==> src/rtl/bank_account_server.sv <==
// Account-table responder for ATM requests: card/PIN check, retry lockout, deposit/withdraw/balance.
// Optional response-hold timeout is enabled by defining BANK_RSP_TIMEOUT_EN.
module bank_account_server #(
  parameter int NUM_ACCTS   = 4,
  parameter int BAL_W       = 5,
  parameter int MAX_TRIES   = 3,
  parameter int RSP_TIMEOUT = 16
) (
  input  logic                         clk,
  input  logic                         rst_n,
  input  logic                         req_valid,
  output logic                         req_ready,
  input  logic [7:0]                   req_cardno,
  input  logic [3:0]                   req_pin,
  input  logic [2:0]                   req_op,
  input  logic [BAL_W-1:0]             req_amount,
  output logic                         rsp_valid,
  input  logic                         rsp_ready,
  output logic [2:0]                   rsp_status,
  output logic [BAL_W-1:0]             rsp_balance,
  input  logic                         prov_we,
  input  logic [$clog2(NUM_ACCTS)-1:0] prov_idx,
  input  logic [7:0]                   prov_cardno,
  input  logic [3:0]                   prov_pin,
  input  logic [BAL_W-1:0]             prov_balance
);

  localparam int IDX_W = $clog2(NUM_ACCTS);

  typedef enum logic [1:0] {S_IDLE, S_LOOKUP, S_EXEC, S_RESP} state_t;
  typedef enum logic [2:0] {
    ST_OK       = 3'b000,
    ST_NO_CARD  = 3'b001,
    ST_BAD_PIN  = 3'b010,
    ST_LOCKED   = 3'b011,
    ST_INSUFF   = 3'b100,
    ST_OVERFLOW = 3'b101,
    ST_BAD_OP   = 3'b110
  } status_t;

  state_t state, state_nxt;

  logic [7:0]       tbl_card [NUM_ACCTS];
  logic [3:0]       tbl_pin  [NUM_ACCTS];
  logic [BAL_W-1:0] tbl_bal  [NUM_ACCTS];
  logic [1:0]       tbl_fail [NUM_ACCTS];
  logic             tbl_lock [NUM_ACCTS];

  logic [7:0]       cap_card;
  logic [3:0]       cap_pin;
  logic [2:0]       cap_op;
  logic [BAL_W-1:0] cap_amt;
  logic             hit_q;
  logic [IDX_W-1:0] idx_q;
  status_t          rsp_st_q;
  logic [BAL_W-1:0] rsp_bal_q;

  logic             lk_hit;
  logic [IDX_W-1:0] lk_idx;

  status_t          ex_status;
  logic [BAL_W-1:0] ex_bal_rsp;
  logic [BAL_W-1:0] upd_bal;
  logic [1:0]       upd_fail;
  logic             upd_lock;
  logic [BAL_W:0]   sum;
  logic             op_dep, op_wd, op_bq;

`ifdef BANK_RSP_TIMEOUT_EN
  localparam int TO_W = $clog2(RSP_TIMEOUT + 1);
  logic [TO_W-1:0] to_cnt;
  logic            to_expired;
  assign to_expired = (to_cnt == TO_W'(RSP_TIMEOUT - 1));
`endif

  assign rsp_status  = rsp_st_q;
  assign rsp_balance = rsp_bal_q;

  always_ff @(posedge clk or negedge rst_n) begin
    if (!rst_n) state <= S_IDLE;
    else        state <= state_nxt;
  end

  always_comb begin
    state_nxt = state;
    req_ready = 1'b0;
    rsp_valid = 1'b0;
    case (state)
      S_IDLE: begin
        req_ready = 1'b1;
        if (req_valid) state_nxt = S_LOOKUP;
      end
      S_LOOKUP: state_nxt = S_EXEC;
      S_EXEC:   state_nxt = S_RESP;
      S_RESP: begin
        rsp_valid = 1'b1;
        if (rsp_ready) state_nxt = S_IDLE;
`ifdef BANK_RSP_TIMEOUT_EN
        else if (to_expired) state_nxt = S_IDLE;
`endif
      end
      default: state_nxt = S_IDLE;
    endcase
  end

  // Lowest matching index wins; card 0 never matches.
  always_comb begin
    lk_hit = 1'b0;
    lk_idx = '0;
    for (int unsigned i = 0; i < NUM_ACCTS; i++) begin
      if (!lk_hit && cap_card != 8'd0 && tbl_card[i] == cap_card) begin
        lk_hit = 1'b1;
        lk_idx = IDX_W'(i);
      end
    end
  end

  always_comb begin
    op_dep     = (cap_op == 3'b001);
    op_wd      = (cap_op == 3'b010);
    op_bq      = (cap_op == 3'b011);
    sum        = {1'b0, tbl_bal[idx_q]} + {1'b0, cap_amt};
    ex_status  = ST_OK;
    ex_bal_rsp = '0;
    upd_bal    = tbl_bal[idx_q];
    upd_fail   = tbl_fail[idx_q];
    upd_lock   = tbl_lock[idx_q];
    if (!hit_q) begin
      ex_status = ST_NO_CARD;
    end else if (tbl_lock[idx_q]) begin
      ex_status = ST_LOCKED;
    end else if (cap_pin != tbl_pin[idx_q]) begin
      ex_status = ST_BAD_PIN;
      upd_fail  = tbl_fail[idx_q] + 2'd1;
      if (int'(upd_fail) >= MAX_TRIES) upd_lock = 1'b1;
    end else begin
      upd_fail = '0;
      if (!(op_dep || op_wd || op_bq) || ((op_dep || op_wd) && cap_amt == '0)) begin
        ex_status = ST_BAD_OP;
      end else if (op_dep && sum[BAL_W]) begin
        ex_status = ST_OVERFLOW;
      end else if (op_wd && cap_amt > tbl_bal[idx_q]) begin
        ex_status = ST_INSUFF;
      end else begin
        if (op_dep)     upd_bal = sum[BAL_W-1:0];
        else if (op_wd) upd_bal = tbl_bal[idx_q] - cap_amt;
        ex_bal_rsp = upd_bal;
      end
    end
  end

  always_ff @(posedge clk or negedge rst_n) begin
    if (!rst_n) begin
      for (int unsigned i = 0; i < NUM_ACCTS; i++) begin
        tbl_card[i] <= '0;
        tbl_pin[i]  <= '0;
        tbl_bal[i]  <= '0;
        tbl_fail[i] <= '0;
        tbl_lock[i] <= 1'b0;
      end
      cap_card  <= '0;
      cap_pin   <= '0;
      cap_op    <= '0;
      cap_amt   <= '0;
      hit_q     <= 1'b0;
      idx_q     <= '0;
      rsp_st_q  <= ST_OK;
      rsp_bal_q <= '0;
`ifdef BANK_RSP_TIMEOUT_EN
      to_cnt    <= '0;
`endif
    end else begin
      case (state)
        S_IDLE: begin
          if (prov_we && int'(prov_idx) < NUM_ACCTS) begin
            tbl_card[prov_idx] <= prov_cardno;
            tbl_pin[prov_idx]  <= prov_pin;
            tbl_bal[prov_idx]  <= prov_balance;
            tbl_fail[prov_idx] <= '0;
            tbl_lock[prov_idx] <= 1'b0;
          end
          if (req_valid) begin
            cap_card <= req_cardno;
            cap_pin  <= req_pin;
            cap_op   <= req_op;
            cap_amt  <= req_amount;
          end
        end
        S_LOOKUP: begin
          hit_q <= lk_hit;
          idx_q <= lk_idx;
        end
        S_EXEC: begin
          if (hit_q) begin
            tbl_bal[idx_q]  <= upd_bal;
            tbl_fail[idx_q] <= upd_fail;
            tbl_lock[idx_q] <= upd_lock;
          end
          rsp_st_q  <= ex_status;
          rsp_bal_q <= ex_bal_rsp;
`ifdef BANK_RSP_TIMEOUT_EN
          to_cnt    <= '0;
`endif
        end
        S_RESP: begin
`ifdef BANK_RSP_TIMEOUT_EN
          if (!to_expired) to_cnt <= to_cnt + 1'b1;
`endif
        end
        default: ;
      endcase
    end
  end

endmodule
==> config.mk <==
export PLATFORM = sky130hd
export DESIGN_NAME = bank_account_server
export DESIGN_NICKNAME = d
export VERILOG_FILES = /design/src/rtl/bank_account_server.sv
export SDC_FILE = /design/constraint.sdc
export NUM_CORES = 1
export LEC_CHECK = 0
export ABC_AREA = 1
export BUFFER_PORTS_ARGS = -buffer_cell sky130_fd_sc_hd__buf_2
export CAP_MARGIN = 10
export CORE_MARGIN = 1.5
export CORE_UTILIZATION = 40
export DETAILED_ROUTE_END_ITERATION = 10
export PLACE_DENSITY = 0.54
export SLEW_MARGIN = 10
export SYNTH_ARGS = -nofsm -noshare
export SYNTH_HDL_FRONTEND = slang
export SYNTH_SLANG_ARGS = --single-unit
export TNS_END_PERCENT = 10
==> constraint.sdc <==
create_clock -name clk -period 3.2 [get_ports clk]
set_input_delay 0.64 -clock clk [delete_from_list [all_inputs] [get_ports clk]]
set_output_delay 0.64 -clock clk [all_outputs]
set_load 0.01 [all_outputs]
## Yosys cells after proc, flatten, opt, wreduce, memory -nomap -nowiden

Cells that the tools add are included.

- Flip-flop bits (word level): 113
- Input bits: 44
- Logic and storage cells: 168

- Add/sub/neg operators: 3
- Magnitude comparators: 6
- Equality and inequality tests: 15
- Mux-type cells: 82
- Bitwise logic cells: 6
- Reduce and logical (&&, ||, !) cells: 27

Operators with widths:

| kind | count |
|---|---|
| two-way mux 5 bit | 18 |
| bitwise mux 20 bit | 2 |
| two-way mux 20 bit | 2 |
| case mux 20 bit (2 select lines) | 1 |
| bitwise mux 32 bit | 1 |
| == test 8 bit | 4 |
| two-way mux 8 bit | 3 |
| two-way mux 2 bit | 11 |
| demux 5 bit (select 2 bit) | 2 |
| two-way mux 4 bit | 5 |
| two-way mux 3 bit | 6 |
| bitwise mux 16 bit | 1 |
| demux 8 bit (select 2 bit) | 1 |
| case mux 8 bit (2 select lines) | 1 |
| two-way mux 1 bit | 15 |
| logical AND 1 bit | 12 |
| binary-select mux 5 bit (select 2 bit) | 1 |
| AND 8 bit | 1 |
| binary-select mux 4 bit (select 2 bit) | 1 |
| bitwise mux 8 bit | 1 |
| demux 2 bit (select 2 bit) | 2 |
| demux 4 bit (select 2 bit) | 1 |
| inequality test 2 bit, second input constant | 4 |
| inverter 8 bit | 1 |
| 29 further kinds | 42 |

## Logic depth before layout (Yosys ltp)

- Depth in word-level cells: 16
- Mapped depth: 23

## Least setup slack after synthesis

Ideal clock, no wire load.

- Path kind: register to register
- Start: register idx_q[0]
- End: register tbl_bal[4] (netlist bit)
- Library setup time: 0.077 ns
- Data arrival time: 2.562 ns
- Data required time: 3.123 ns
- Slack: 0.561 ns
- Stages on the path, launching flop included: 21
- Path buffers: 1
- Cell sequence: dfrtp_1 > buf_6 > nand2_1 > inv_2 > nand2_1 > nand2_1 > nor3_2 > inv_1 > ha_1 > fa_1 > inv_1 > nor2_1 > o21ai_0 > nand2_1 > o21ai_0 > a21oi_1 > nor2_1 > nand3_1 > nand2_2 > nand2_1 > a21oi_1

- Cells in the longest elaborated chain, start to end: 16
- Elaborated cells on any way between the ends: 32

RTL lines:

| element | line | RTL |
|---|---|---|
| from (decl) | 54 | `logic [IDX_W-1:0] idx_q;` |
| from (signal assigned) | 191 | `idx_q <= lk_idx;` |
| inverter 2 -> 3 bit (not written as such) * | -- |  |
| binary-select mux 5 bit (select 2 bit) | -- |  |
| two-way mux 5 bit (not written as such) (2 in a row) | -- |  |
| subtractor 5 bit | 146 | `else if (op_wd) upd_bal = tbl_bal[idx_q] - cap_amt;` |
| two-way mux 5 bit | 146 |  |
| two-way mux 5 bit | 145 | `if (op_dep) upd_bal = sum[BAL_W-1:0];` |
| two-way mux 5 bit | 142 | `end else if (op_wd && cap_amt > tbl_bal[idx_q]) begin` |
| two-way mux 5 bit | 140 | `end else if (op_dep && sum[BAL_W]) begin` |
| two-way mux 5 bit | 138 | `if (!(op_dep \|\| op_wd \|\| op_bq) \|\| ((op_dep \|\| op_wd) && cap_amt == '0)) begin` |
| two-way mux 5 bit | 132 | `end else if (cap_pin != tbl_pin[idx_q]) begin` |
| two-way mux 5 bit | 130 | `end else if (tbl_lock[idx_q]) begin` |
| two-way mux 5 bit | 128 | `if (!hit_q) begin` |
| bitwise mux 20 bit * | 195 | `tbl_bal[idx_q] <= upd_bal;` |
| two-way mux 20 bit * | 194 | `if (hit_q) begin` |
| case mux 20 bit (2 select lines) * | 173 | `case (state)` |
| to (signal, indexed assignment) | 178 | `tbl_bal[prov_idx] <= prov_balance;` |
| to (signal, indexed assignment) | 195 |  |
| to (decl) | 45 | `logic [BAL_W-1:0] tbl_bal [NUM_ACCTS];` |

Every way passes the cells marked *; elsewhere a longest branch is shown, timed or not. The select of a mux whose other input is x is not followed.
A chain may end at the register's enable or synchronous reset.

## Worst setup path after layout

- Start: register idx_q[1]
- End: register tbl_bal[9] (netlist bit)

Same word-level chain as after synthesis.

==> results.cfg <==
[run_status]
status = finished clean

[synthesis]
synth_ff_type = dfrtp_1
synth_xor_area_frac = 0.0415
syn-cell-area_um2 = 6130
synthCells = 787
synth_cell_type_count = 39
synth_area_leaders = dfrtp_1 46%, nand2_1 12%, a21oi_1 6.5%
synth_top_area_frac = 0.462
synthAdderAreaFrac = 0.0392
synth_top_family_by_area = simple AND/OR/NAND/NOR gates
syn-num-nets = 849
yosys.area_share.simple = 0.242
synth_seq_cells = 113
ys_warn_count = 0
synth_edf_count = 0
synthMuxAreaShare = 0.00368
yosys.area.top_type = dfrtp_1
syn_avg_cell_area_um2 = 7.79
synth-compound-area-share = 0.146
yosysSeqAreaShare = 0.462
async_reset_ff_frac = 1.00

[drt]
wl_mm = 16.8
vias_per_cell = 5.14
firstDrtPassIters = 5
drt-initial-drc-count = 400
via_count = 5410
drc_errors = 0
wl_per_cell_um = 16.0
ant_nets = 0

[sta]
fin_crit_ns = 2.95
setup_ws_ns = 0.249
skew_ns = 0.00646
report.final.slew_viol_count = 0
finalSetupViolCount = 0
fmax_mhz = 339
hold_violations = 0
rsz0062_at_grt = yes
post-route-period-util = 0.922
relSlewSlack = 0.431
worst_slew_pin_slew_ns = 0.850

[global_route]
grt_usage = 0.224
grt_max_degree = 59
grt_pass1_wl_mm = 27.9
antenna_found_initial = 0
grt_pass1_vias = 5528
grt_overflow = 0

[clocking]
cts_tree = yes
cts.sinks = 113
clock_latency_ns = 0.43
clk_pin_slew_ns = 0.05
cts_buffers = 17
htree_levels = 4
root_buffer = clkbuf_16
cts_buffer_depth = 2
cts_hold_buf = 0

[critical_path]
endpoint_kind = flop
slowest_stage = dfrtp_2
critPathLaunchType = flop
crit_buf_inv = 4
worstPathMaxFanout = 7
path_cells = inv_2 > nand2_2 > inv_2 > nand2_1 > nand2_1 > nor3_2 > inv_1 > ha_1 > fa_2 > inv_1 > nor2_1 > o21ai_1 > nand2_1 > o21ai_0 > a21oi_1 > nor2_1 > nand3_1 > nand2_2 > nand2_1 > a21oi_2
criticalPathCategory = reg -> reg
cpPeakStageDelay_ns = 0.42
arrival_ns = 3.30
required_ns = 3.55
crit_top_cell = nand2_1
crit_family = simple AND/OR/NAND/NOR gates

[floorplanning]
initial_core_util = 0.406
die_h_um = 127
core-area_um2 = 15100
ios = 54
die_area_um2 = 16100
die_width_um = 127
row_count = 45

[final_layout]
syn2layout_area_growth_pct = 19.0
layout_common_cells = 196 x nand2_1, 112 x dfrtp_1, 91 x nor2_1, 78 x a21oi_1, 76 x inv_1
finish.instance_area_um2 = 7290
fill_cells = 1517
layout-drive-gt1-share = 0.148
antenna_cells = 0
nNetsFinal = 914
layout_commonest_cell = nand2_1

[power]
leakage_nw = 3.68
power_frac_comb = 0.445
p_switching_mw = 3.43
ir_drop_uv = 508
powerDensity_nw_per_um2 = 1120
p_clk_frac = 0.238
p_sw_frac = 0.421
p_total_mw = 8.14
p_int_mw = 4.71
p_seq_frac = 0.317

[flow_run]
cap_violations = 0

[placed_design]
dp_slack_ns = 0.0849
dpl_cell_area_um2 = 6650
place_hpwl_mm = 11.9
port_buffers = 53
place.gp.congestion = 0.890

[worst_hold_path]
min_path_type = in -> async
## kinds of logic after synthesis
family                   after synthesis
AND/OR/NAND/NOR                      355
buffers and inverters                105
AO/OA/AOI/OAI                        165
XOR/XNOR                              29
adder cells (fa/ha/maj)               18
multiplexers                           2
flip-flops                           113
## worst reg2reg max path: stages (launching register included)
cell and delay, ns:
dfrtp_2 0.42, inv_2 0.09, nand2_2 0.11, inv_2 0.10
nand2_1 0.08, nand2_1 0.06, nor3_2 0.22, inv_1 0.09
ha_1 0.22, fa_2 0.35, inv_1 0.06, nor2_1 0.04
o21ai_1 0.12, nand2_1 0.08, o21ai_0 0.14, a21oi_1 0.07
nor2_1 0.12, nand3_1 0.10, nand2_2 0.14, nand2_1 0.07
a21oi_2 0.16
## power by group through the flow
| stage | clock, mW | combinational, mW | sequential [mW] |
|---|---|---|---|
| after detailed placement | 0 | 3.54 | 2.60 |
| after CTS | 1.96 | 3.57 | 2.58 |
| after global routing | 2.03 | 4.14 | 2.67 |
| after global placement | 0 | 3.47 | 2.58 |
| final | 1.94 | 3.62 | 2.58 |
| after floorplan | 0 | 2.68 | 2.43 |
## what timing repair did
action                     CTS  global route
resized for setup            0             9
buffers inserted             0             2
setup endpoints to repair    0            25
## cell type report
type / count / area, um^2 / area share
Multi-Input combinational cell: 569 / 2920 / 0.400
Sequential cell: 113 / 2830 / 0.388
Clock buffer: 22 / 464 / 0.0637
Timing Repair Buffer: 70 / 408 / 0.0559
Inverter: 81 / 304 / 0.0417
Tap cell: 188 / 235 / 0.0323
Clock inverter: 9 / 133 / 0.0182
## path summary, 6_finish.rpt
check	from	to	slack, ns	cells after the start
max	idx_q[1]	tbl_bal[9]	0.25	20
min	rst_n	cap_amt[4]	0.29	1
max reg2reg	idx_q[1]	tbl_bal[9]	0.25	20
min reg2reg	rsp_balance[4]	rsp_balance[4]	0.48	2
max in group asynchronous	rst_n	idx_q[1]	2.13	2
min in group clk	req_amount[0]	cap_amt[0]	0.45	2
## cells in the mapped netlist, drive strengths merged, types with 3 or more instances
master	count
nor2	94
xor2	16
nor3	7
o21ai	61
nand3	30
or2	5
nand2	202
a31oi	10
a21oi	79
xnor2	13
dfrtp	113
o22ai	4
clkbuf	20
nand3b	3
nor4	3
buf	4
inv	81
a22o	4
nand4	9
ha	16
## per-stage QoR
| step | instances | setup TNS [ns] | utilization | hold slack (ns) |
|---|---|---|---|---|
| 2_1_floorplan | 787 | 0 | - | 0.344 |
| 3_3_place_gp | 1019 | 0 | 0.441 | 0.467 |
| 3_5_place_dp | 1019 | 0 | 0.441 | 0.472 |
| 4_1_cts | 1050 | 0 | 0.480 | 0.320 |
| 5_1_grt | 1052 | -0.104 | 0.483 | 0.360 |
| 6_report | 1052 | 0 | 0.483 | 0.288 |
## state kept, by name (all words and copies together) (netlist names), 2 cells and up
signal	flops
rsp_balance	5
tbl_fail	8
rsp_status	3
tbl_card	32
state	2
tbl_lock	4
tbl_bal	20
cap_pin	4
tbl_pin	16
cap_amt	5
cap_op	3
idx_q	2
cap_card	8
## routing by layer
metal  GRT usage  routed length [um]
met3      0.0443                 640
met2       0.375                8220
met4       0.107                 480
met5           0                   0
met1       0.280                7470
(Power assumes the default switching activity.)
